$ cat src/rtl/sbox_seq_if.sv
// Handshake and S-box port bundle for sbox_seq.
// slave  : the sequencer (consumes start/din/sbox_data, drives the rest)
// master : the round datapath plus the shared S-box bank
interface sbox_seq_if #(
  parameter int NUM_BOX = 8,
  parameter int IN_W    = 6,
  parameter int OUT_W   = 4
);
  localparam int SEL_W = $clog2(NUM_BOX);

  logic                     start;
  logic                     abort;
  logic [NUM_BOX*IN_W-1:0]  din;
  logic                     busy;
  logic                     done;
  logic [NUM_BOX*OUT_W-1:0] dout;
  logic [SEL_W-1:0]         sbox_sel;
  logic [IN_W-1:0]          sbox_addr;
  logic [OUT_W-1:0]         sbox_data;

  modport master (
    output start, abort, din, sbox_data,
    input  busy, done, dout, sbox_sel, sbox_addr
  );

  modport slave (
    input  start, abort, din, sbox_data,
    output busy, done, dout, sbox_sel, sbox_addr
  );
endinterface

$ cat src/rtl/sbox_seq.sv
// S-layer sequencer: walks one shared S-box lookup port across the
// NUM_BOX chunks of a keyed round value, one chunk per cycle, and
// assembles the packed result. Chunk/nibble 0 is the most significant.
module sbox_seq #(
  parameter int NUM_BOX = 8,
  parameter int IN_W    = 6,
  parameter int OUT_W   = 4
) (
  input  logic        clk,
  input  logic        rst,
  sbox_seq_if.slave   bus
);
  localparam int SEL_W = $clog2(NUM_BOX);
  localparam logic [SEL_W-1:0] LAST = SEL_W'(NUM_BOX - 1);

  localparam logic [1:0] S_IDLE = 2'd0;
  localparam logic [1:0] S_RUN  = 2'd1;
  localparam logic [1:0] S_DONE = 2'd2;

  logic [1:0]                         state;
  logic [SEL_W-1:0]                   idx;
  logic [NUM_BOX-1:0][IN_W-1:0]       din_q;
  logic [NUM_BOX-1:0][OUT_W-1:0]      acc;
  logic [NUM_BOX-1:0][OUT_W-1:0]      acc_next;
  logic [NUM_BOX-1:0][OUT_W-1:0]      dout_q;
  logic [SEL_W-1:0]                   rev;
  logic                               run;

  // Chunk k lives at packed slot NUM_BOX-1-k (MSB-first numbering).
  assign rev = LAST - idx;
  assign run = (state == S_RUN);

  // Current lookup result merged into the accumulator; also the value
  // committed to dout on the final lookup.
  always_comb begin
    acc_next      = acc;
    acc_next[rev] = bus.sbox_data;
  end

  // Outputs come only from registered state; sel/addr are forced to 0
  // outside RUN so the shared bank sees a quiet port.
  assign bus.busy      = run;
  assign bus.done      = (state == S_DONE);
  assign bus.dout      = dout_q;
  assign bus.sbox_sel  = run ? idx : '0;
  assign bus.sbox_addr = run ? din_q[rev] : '0;

  // Control FSM, lookup index, operand latch, accumulator and result.
  always_ff @(posedge clk or negedge rst) begin
    if (!rst) begin
      state  <= S_IDLE;
      idx    <= '0;
      din_q  <= '0;
      acc    <= '0;
      dout_q <= '0;
    end else begin
      case (state)
        S_IDLE: begin
          // start beats a simultaneous abort here: abort only acts in RUN.
          if (bus.start) begin
            din_q <= bus.din;
            idx   <= '0;
            state <= S_RUN;
          end
        end
        S_RUN: begin
          if (bus.abort) begin
            // Partial result is dropped; dout keeps the last good value.
            idx   <= '0;
            state <= S_IDLE;
          end else begin
            acc <= acc_next;
            if (idx == LAST) begin
              dout_q <= acc_next;
              idx    <= '0;
              state  <= S_DONE;
            end else begin
              idx <= idx + 1'b1;
            end
          end
        end
        S_DONE: begin
          // Single-cycle completion pulse; any start here is dropped.
          state <= S_IDLE;
        end
        default: begin
          state <= S_IDLE;
          idx   <= '0;
        end
      endcase
    end
  end
endmodule

$ cat src/flat_wrapper.sv
// flat-port wrapper written by rule: the top's interface ports become plain ports
module sbox_seq_flat 
#(
  parameter int NUM_BOX = 8,
  parameter int IN_W    = 6,
  parameter int OUT_W   = 4
)
  (clk, rst, bus_start, bus_abort, bus_din, bus_sbox_data, bus_busy, bus_done, bus_dout, bus_sbox_sel, bus_sbox_addr);
  sbox_seq_if #(.NUM_BOX(NUM_BOX), .IN_W(IN_W), .OUT_W(OUT_W)) bus_i ();
  input  logic clk;
  input  logic rst;
  input wire logic [$bits(bus_i.start)-1:0] bus_start;
  input wire logic [$bits(bus_i.abort)-1:0] bus_abort;
  input wire logic [$bits(bus_i.din)-1:0] bus_din;
  input wire logic [$bits(bus_i.sbox_data)-1:0] bus_sbox_data;
  output wire logic [$bits(bus_i.busy)-1:0] bus_busy;
  output wire logic [$bits(bus_i.done)-1:0] bus_done;
  output wire logic [$bits(bus_i.dout)-1:0] bus_dout;
  output wire logic [$bits(bus_i.sbox_sel)-1:0] bus_sbox_sel;
  output wire logic [$bits(bus_i.sbox_addr)-1:0] bus_sbox_addr;
  assign bus_i.start = bus_start;
  assign bus_i.abort = bus_abort;
  assign bus_i.din = bus_din;
  assign bus_i.sbox_data = bus_sbox_data;
  assign bus_busy = bus_i.busy;
  assign bus_done = bus_i.done;
  assign bus_dout = bus_i.dout;
  assign bus_sbox_sel = bus_i.sbox_sel;
  assign bus_sbox_addr = bus_i.sbox_addr;
  sbox_seq #(.NUM_BOX(NUM_BOX), .IN_W(IN_W), .OUT_W(OUT_W)) u_core (.clk(clk), .rst(rst), .bus(bus_i));
endmodule
$ cat config.mk
export PLATFORM = sky130hd
export DESIGN_NAME = sbox_seq_flat
export DESIGN_NICKNAME = d
export VERILOG_FILES = /design/src/rtl/sbox_seq_if.sv /design/src/rtl/sbox_seq.sv /design/src/flat_wrapper.sv
export SDC_FILE = /design/constraint.sdc
export NUM_CORES = 1
export LEC_CHECK = 0
export ABC_AREA = 0
export CORE_UTILIZATION = 46
export CTS_CLUSTER_DIAMETER = 100
export DETAILED_ROUTE_END_ITERATION = 10
export PLACE_DENSITY = 0.72
export SLEW_MARGIN = 0
export SYNTH_ARGS = -nofsm -noshare
export SYNTH_HDL_FRONTEND = slang
export SYNTH_SLANG_ARGS = --single-unit
$ cat constraint.sdc
create_clock -name clk -period 1.8 [get_ports clk]
set_input_delay 0.36 -clock clk [delete_from_list [all_inputs] [get_ports clk]]
set_output_delay 0.36 -clock clk [all_outputs]
set_load 0.02 [all_outputs]
==> metrics.md, run 1 <==
| Metric | Value |
|---|---|
| Status | `complete, but fails checks` |
| Failing checks | `negative setup slack` |
| Cell count after placement | `between 500 and 600` |
| Compound-cell area share of the yosys netlist | `6.29%` |
| Mapped Cells | `~330` |
| Share of cells above drive strength 1 | `between 40% and 50%` |
| Root buffer cell | `clkbuf_8` |
| Layout Nets | `537` |
| DIE HEIGHT | `103 um` |
| Most Frequent Cell on Critical Path | `buf_6` |
| Largest net degree at the start of global routing | `42` |
| Worst vdd ir | `~640 uV` |
| CP peak stage delay | `0.45 ns` |
| RSZ-0062 raised after global routing | `yes` |
| Final Instance Area | `just over 7000 um^2` |
| Row count | `36` |
| Layout overhead on the synthesized area | `49.2%` |
| Drt total wl | `approximately 12000 um` |
| Full die area | `~11000 um^2` |
| Internal | `around 0.006 W` |
| Max-slew headroom | `about three quarters` |
| Largest area contributor in the netlist | `dfrtp_1` |
| Fill cells | `around 680` |
| Hpwl dp | `7350 um` |
| N_diodes | `0` |
| Synth Area in Simple Gates | `3.78%` |
| Max-Cap Viols | `0` |
| Yosys warning count | `0` |
| CP top delay family | `compound AO/OA/AOI/OAI gates` |
| Clock transition at path regs | `about 0.060 ns` |
| TritonCTS clock tree | `built` |
| Drc violations | `0` |
| Largest family of logic cells by synthesized area | `multiplexers` |
| Clock Power Share | `42.1%` |
| Fin Setup TNS | `-9.76 ns` |
| Core area | `9860 um^2` |
| Seq cells post-synth | `between 100 and 150` |
| CP Capture Type | `primary output` |
| IO Port Bufs | `just under 100` |
| Gate power share | `17.8%` |
| Die X-Extent | `slightly above 100 um` |
| Register area share after synthesis | `between 50% and 60%` |
| Final hold violations | `0` |
| CTS Buffer Depth | `2` |
| Crit-path cells | `buf_6 > and2_4 > a221oi_4 > a21o_1 > a21oi_2 > buf_6` |
| Switching share of power | `around a quarter` |
| Gr ovfl total | `0` |
| Sinks on Clock Net | `about 110` |
| CP bufs+invs | `2` |
| Adder-cell share of the synthesized area | `less than 1%` |
| P_sw | `approximately 0.0021 W` |
| Arrival time worst endpoint | `1.93 ns` |
| Clk Latency, worst-skew pair | `roughly 0.51 ns` |
| Final Max Slew Viols | `0` |
| Tcrit/Tclk final | `127%` |
| Mean Syn Cell Area | `approximately 14 um^2` |
| Global placement routability congestion | `just over 0.8` |
| Worst Path Required | `between 1 and 1.5 ns` |
| IO Count | `99` |
| Pwr Density | `roughly 1100 nW/um^2` |
| Starting Density | `a little under half` |
| Multiplexer share of the synthesized area | `between 20 and 30%` |
| Top cell type's share of synthesized area | `59.8%` |
| Xor/xnor share of the synthesized area | `0%` |
| Vias | `around 3300` |
| 1st-iter DRT viols | `117` |
| Crit path max fanout | `6` |
| H-tree depth | `4` |
| Clock Skew | `about 0.011 ns` |
| Commonest non-fill, non-tap cell in the layout | `dfrtp_1` |
| Post-synth design cell area | `~4700 um^2` |
| P_leak | `roughly 3.3 nW` |
| 1st-pass router iterations | `4` |
| GRT Total Usage | `between 20% and 30%` |
| Max frequency | `approximately 440 MHz` |
| Largest cells by area after synthesis | `dfrtp_1 (60%), mux2_2 (26%), a22oi_1 (1.4%)` |
| Critical-path top delay cell | `dfrtp_2` |
| Endpoints failing setup | `between 40 and 50` |
| Num CTS Buffers | `17` |
| Worst setup path class | `reg2out` |
| Final core occ | `a little under three quarters` |
| Mapped Nets | `about 390` |
| Vias/cell | `5.34` |
| Fin worst setup slack | `-0.492 ns` |
| First-pass GRT wire length | `roughly 18000 um` |
| HP Class | `in2async` |
| Flop2flop setup slack | `-0.23 ns` |
| Vias in the first global route | `~3400` |
| Most frequent cells in the layout | `dfrtp_1 (110), mux2_2 (109), clkdlybuf4s50_1 (54), buf_4 (35), dlygate4sd2_1 (32)` |
| Antenna viol nets, final | `0` |
| Period minus WS final | `between 2 and 2.5 ns` |
| Number of antenna violations at the first check in global routing | `0` |
| Drt wl/cell | `roughly 19 um` |
| Netlist cell types | `29` |
| Flop pwr share | `40.1%` |
| Final Non-Filler Cells | `between 600 and 700` |
| Dpl cell area | `just over 6000 um^2` |
| CP Launch Type | `flop` |
| Worst-margin pin slew | `0.387 ns` |
stage by stage:
| step | hold WS [ns] | total power, W | setup WS [ns] |
|---|---|---|---|
| after floorplan | 0.0644 | 0.00392 | 0.0139 |
| after global placement | 0.286 | 0.00449 | -0.379 |
| after detailed placement | 0.290 | 0.00453 | -0.404 |
| after CTS | 0.294 | 0.00805 | -0.450 |
| after global routing | 0.328 | 0.00842 | -0.541 |
| final | 0.305 | 0.00809 | -0.492 |
power groups by stage:
stage          combinational (W)  clock [W]  sequential, W
2_1_floorplan           0.000771          0        0.00314
3_3_place_gp             0.00125          0        0.00324
3_5_place_dp             0.00128          0        0.00325
4_1_cts                  0.00137    0.00345        0.00323
5_1_grt                  0.00155    0.00358        0.00329
6_report                 0.00144    0.00340        0.00325
final cells by class:
cell class | count | area, um^2 | area share, %
Clock inverter | 12 | 156 | 2.22
Tap cell | 133 | 166 | 2.36
Inverter | 5 | 27.5 | 0.390
Multi-Input combinational cell | 193 | 1920 | 27.2
Timing Repair Buffer | 149 | 1500 | 21.3
Sequential cell | 113 | 2830 | 40.1
Clock buffer | 20 | 455 | 6.45
cell families after synthesis:
kind of cell	after synthesis
flip-flops	113
AND/OR/NAND/NOR	33
adder cells (fa/ha/maj)	2
AO/OA/AOI/OAI	44
multiplexers	114
buffers and inverters	22
sequential cells by signal (all words and copies together), names as in the netlist:
name and count:
u_core.acc 28, u_core.bus.dout 32, u_core.din_q 48, u_core.idx 3
u_core.state 2
worst paths after layout:
| path | cells past startpoint | start | end |
|---|---|---|---|
| max | 6 | u_core.idx[0] | bus_sbox_addr[3] |
| min | 2 | rst | u_core.bus.dout[28] |
| max reg2reg | 7 | u_core.idx[2] | u_core.bus.dout[31] |
| min reg2reg | 1 | u_core.bus.dout[30] | u_core.bus.dout[30] |
| max in group asynchronous | 3 | rst | u_core.idx[1] |
| min in group clk | 2 | bus_din[10] | u_core.din_q[10] |
synthesized netlist by cell type (all sizes together):
cell / count
a21o: 6
a21oi: 11
a221oi: 2
a22o: 3
a22oi: 9
a32oi: 4
and2: 2
buf: 13
clkbuf: 4
dfrtp: 113
ha: 2
inv: 5
mux2: 111
mux2i: 3
nand2: 9
nand2b: 3
nand3: 3
nor2: 7
nor2b: 4
nor3: 2
nor3b: 1
nor4: 2
o21ai: 4
o22ai: 5
per-layer routing:
| metal | track usage [%] | vias to the layer above | share of wire, % |
|---|---|---|---|
| met5 | 0 | - | 0 |
| met4 | 7.80 | 0 | 1.6 |
| met3 | 6.25 | 17 | 4.7 |
| met2 | 41.6 | 117 | 52 |
| met1 | 29.0 | 1698 | 41 |
| li1 | - | 1506 | - |
timing repair:
item	CTS	global route
cloned	3	0
buffers inserted	5	4
setup endpoints to repair	75	54
hold buffers	1	0
pin swaps	6	4
gates resized for setup	130	17
endpoints found under the hold margin	22	0
(Power assumes the default switching activity.)
==> run 2, diff against run 1 <==
Settings changed: CAP_MARGIN set to 20, CTS_CLUSTER_SIZE set to 30.
==> results of run 2 <==
Final layout, timing and power as in run 1 (identical DEF).
==> variant, RTL diff (config.mk and constraints of run 1) <==
`NUM_BOX` is set to 8 in 3 places; all go to 4.
--- a/src/rtl/sbox_seq_if.sv
+++ b/src/rtl/sbox_seq_if.sv
@@ -2,7 +2,7 @@
 // slave  : the sequencer (consumes start/din/sbox_data, drives the rest)
 // master : the round datapath plus the shared S-box bank
 interface sbox_seq_if #(
-  parameter int NUM_BOX = 8,
+  parameter int NUM_BOX = 4,
   parameter int IN_W    = 6,
   parameter int OUT_W   = 4
 );
--- a/src/rtl/sbox_seq.sv
+++ b/src/rtl/sbox_seq.sv
@@ -2,7 +2,7 @@
 // NUM_BOX chunks of a keyed round value, one chunk per cycle, and
 // assembles the packed result. Chunk/nibble 0 is the most significant.
 module sbox_seq #(
-  parameter int NUM_BOX = 8,
+  parameter int NUM_BOX = 4,
   parameter int IN_W    = 6,
   parameter int OUT_W   = 4
 ) (
--- a/src/flat_wrapper.sv
+++ b/src/flat_wrapper.sv
@@ -1,7 +1,7 @@
 // flat-port wrapper written by rule: the top's interface ports become plain ports
 module sbox_seq_flat 
 #(
-  parameter int NUM_BOX = 8,
+  parameter int NUM_BOX = 4,
   parameter int IN_W    = 6,
   parameter int OUT_W   = 4
 )
Interface: changed (resized bus_din, bus_dout and bus_sbox_sel); port bits go from 99 to 58. No check against the original RTL was run, so the function may have changed too.
==> variant against run 1 <==
The run still ends with setup timing left. Routed wire length is 54% lower. Worst setup slack better by 0.30 ns. Total power is 44% lower. Final area is 46% lower. Area after synthesis is 41% lower. Sequential cell count is 53 lower. Core utilization is 6.7 points lower. Global-route usage is 4.9 points lower.
==> variant: results (changes against run 1) <==
Parameter                              Value

Yosys
  Warnings, synthesis    0 (unchanged)
  Synth Flop Type    sky130_fd_sc_hd__dfrtp_1
  Synth area leaders    sky130_fd_sc_hd__dfrtp_1, sky130_fd_sc_hd__mux2_2, sky130_fd_sc_hd__mux2_4, sky130_fd_sc_hd__mux4_2, sky130_fd_sc_hd__ha_1
  Most frequent cells after synthesis    sky130_fd_sc_hd__mux2_2, sky130_fd_sc_hd__dfrtp_1, sky130_fd_sc_hd__mux2_4
  Number of nets in the synthesized netlist    212 (-45%)
  Synth cell types    22 (-24%)
  Sequential area share after synthesis    0.538 (-0.0596)

Setup path
  Biggest fanout along the worst timing path    4 (-2)
  Worst-case register-to-register setup slack    0.05 ns (+0.28 ns)
  Arrival time of the worst setup path    1.63 ns (-0.30 ns)

Route
  Antenna viol nets, final    0 (unchanged)
  Overall routed net length    5400 µm (-54%)
  Vias per cell    5.00 (-6.4%)
  Detailed-routing iteration count for the pre-antenna-repair pass    4 (unchanged)
  Initial drt markers    44 (-62%)

Power
  Worst vdd rail ir drop    0.000547 V (-15%)
  Net Sw Frac    0.284 (+0.0279)
  Static power due to leakage    1.68 nW (-49%)

Place
  Quantity of I/O buffers inserted on ports    57 (-42%)
  Placed Instance Area    3600 µm² (-41%)
  HPWL Detailed    3880 µm (-47%)
  Routability Congestion    0.750 (-7.7%)

Timing
  Number of failing hold endpoints at the final stage    0 (unchanged)
  Post-route clock skew    0.00771 ns (-0.00373 ns)
  Worst hold-check slack    0.0325 ns (-0.272 ns)
  Crit path setup slack, layout    -0.194 ns (+0.297 ns)
  Total negative setup slack    -1.05 ns (+8.71 ns)
  Total of endpoints with negative setup slack in the final report    6 (-85%)
  Worst Max-Slew Pin Slew    0.349 ns (-0.0382 ns)

Global routing
  Largest net degree at the start of global routing    61 (+45%)
  GR Layer Usage met1    0.247 (-0.0430)
  Wire length of the first global-routing pass    8880 µm (-52%)
  Met2 Usage GRT    0.306 (-0.110)
  Number of global-route vias before repair    1,838 (-46%)
  Total global-route track usage    0.191 (-0.0485)
  Met3 usage in global routing    0.0411 (-0.0214)

Outcome
  Result of the run    finished, violations left
  Violated checks    setup timing

Cells and area
  Flip-flop count of the largest register after layout    24 (-50%)
  Number of fillers in the final layout    467 (-32%)
  Total number of nets in the final design    298 (-45%)
  Diodes inserted    0 (unchanged)
  Layout cell share with drive strength beyond 1    0.538 (+0.0620)

Clock network
  Count of H-tree levels built during CTS    3 (-1)
  Clock slew at the register clock pins of the worst setup and hold paths    0.06 ns (about the same)
  Number of CTS-inserted buffers    9 (-8)
  CTS Root Buffer Type    sky130_fd_sc_hd__clkbuf_8
  Clock latency at the later pin of the worst-skew pair    0.32 ns (-0.19 ns)

Min path
  Kind of path behind the tightest hold check    in -> async
variant: cell types whose count changed in the layout (fill, tap and decap cells not counted), sizes merged, moves of 9 or more:
cell	run 1	this run
mux2	111	72
a22oi	9	0
dlygate4sd2	32	1
buf	60	34
a21oi	11	1
nand2	9	0
dfrtp	113	60
variant: worst paths after layout:
path,start,end,depth (start not counted)
setup / recovery,u_core.idx[0],bus_sbox_addr[5],4
hold / removal,rst,u_core.bus.dout[0],2
setup reg to reg,u_core.idx[0],u_core.bus.dout[7],7
hold reg to reg,u_core.din_q[3],u_core.din_q[3],1
max in group asynchronous,rst,u_core.idx[1],2
min in group clk,u_core.din_q[3],u_core.din_q[3],1
variant: cell families (layout without fill, tap and decap cells):
kind of cell | Yosys count | count (layout) | synth area share
buf+inv | 12 | 102 | 0.0305
flops | 60 | 60 | 0.538
compound gates | 4 | 4 | 0.0117
simple gates | 18 | 18 | 0.0493
mux | 78 | 78 | 0.352
fa+ha+maj | 4 | 4 | 0.0179
variant: power by group through the flow:
| stage | combinational (mW) | clock [mW] | sequential [mW] |
|---|---|---|---|
| 5_1_grt | 1.74 | 1.05 | 2.01 |
| 3_5_place_dp | 1.52 | 0 | 1.98 |
| 6_report | 1.61 | 0.966 | 1.96 |
| 2_1_floorplan | 0.886 | 0 | 2.00 |
| 4_1_cts | 1.59 | 0.995 | 1.96 |
| 3_3_place_gp | 1.49 | 0 | 1.96 |
variant: final cells by class:
| type | instances | area share |
|---|---|---|
| Clock buffer | 12 | 0.0354 |
| Inverter | 6 | 0.00721 |
| Sequential cell | 60 | 0.394 |
| Clock inverter | 3 | 0.00393 |
| Timing Repair Buffer | 81 | 0.203 |
| Tap cell | 75 | 0.0246 |
| Multi-Input combinational cell | 104 | 0.333 |
variant: metrics by stage:
stage,cells,power [mW],utilization,setup slack [ns]
2_1_floorplan,176,2.89,-,0.183
3_3_place_gp,326,3.45,0.611,-0.208
3_5_place_dp,326,3.50,0.611,-0.242
4_1_cts,341,4.54,0.641,-0.194
5_1_grt,341,4.80,0.649,-0.247
6_report,341,4.54,0.649,-0.194
variant: repair_timing:
action / CTS / global route
pin swaps: 6 / 1
resized for setup: 65 / 12
endpoints found under the setup margin: 26 / 23
setup buffers: 0 / 0
variant: critical path, stage by stage (launching register included):
cell,delay (ns)
sky130_fd_sc_hd__dfrtp_1,0.39
sky130_fd_sc_hd__buf_6,0.14
sky130_fd_sc_hd__mux4_2,0.50
sky130_fd_sc_hd__and2_4,0.16
sky130_fd_sc_hd__buf_6,0.12
variant: routing by layer:
metal / wire, µm / part of all wire / up-vias
met4: 62 / 0.011 / 0
li1: - / - / 807
met1: 2410 / 0.45 / 853
met3: 175 / 0.032 / 8
met2: 2750 / 0.51 / 36
met5: 0 / 0 / -
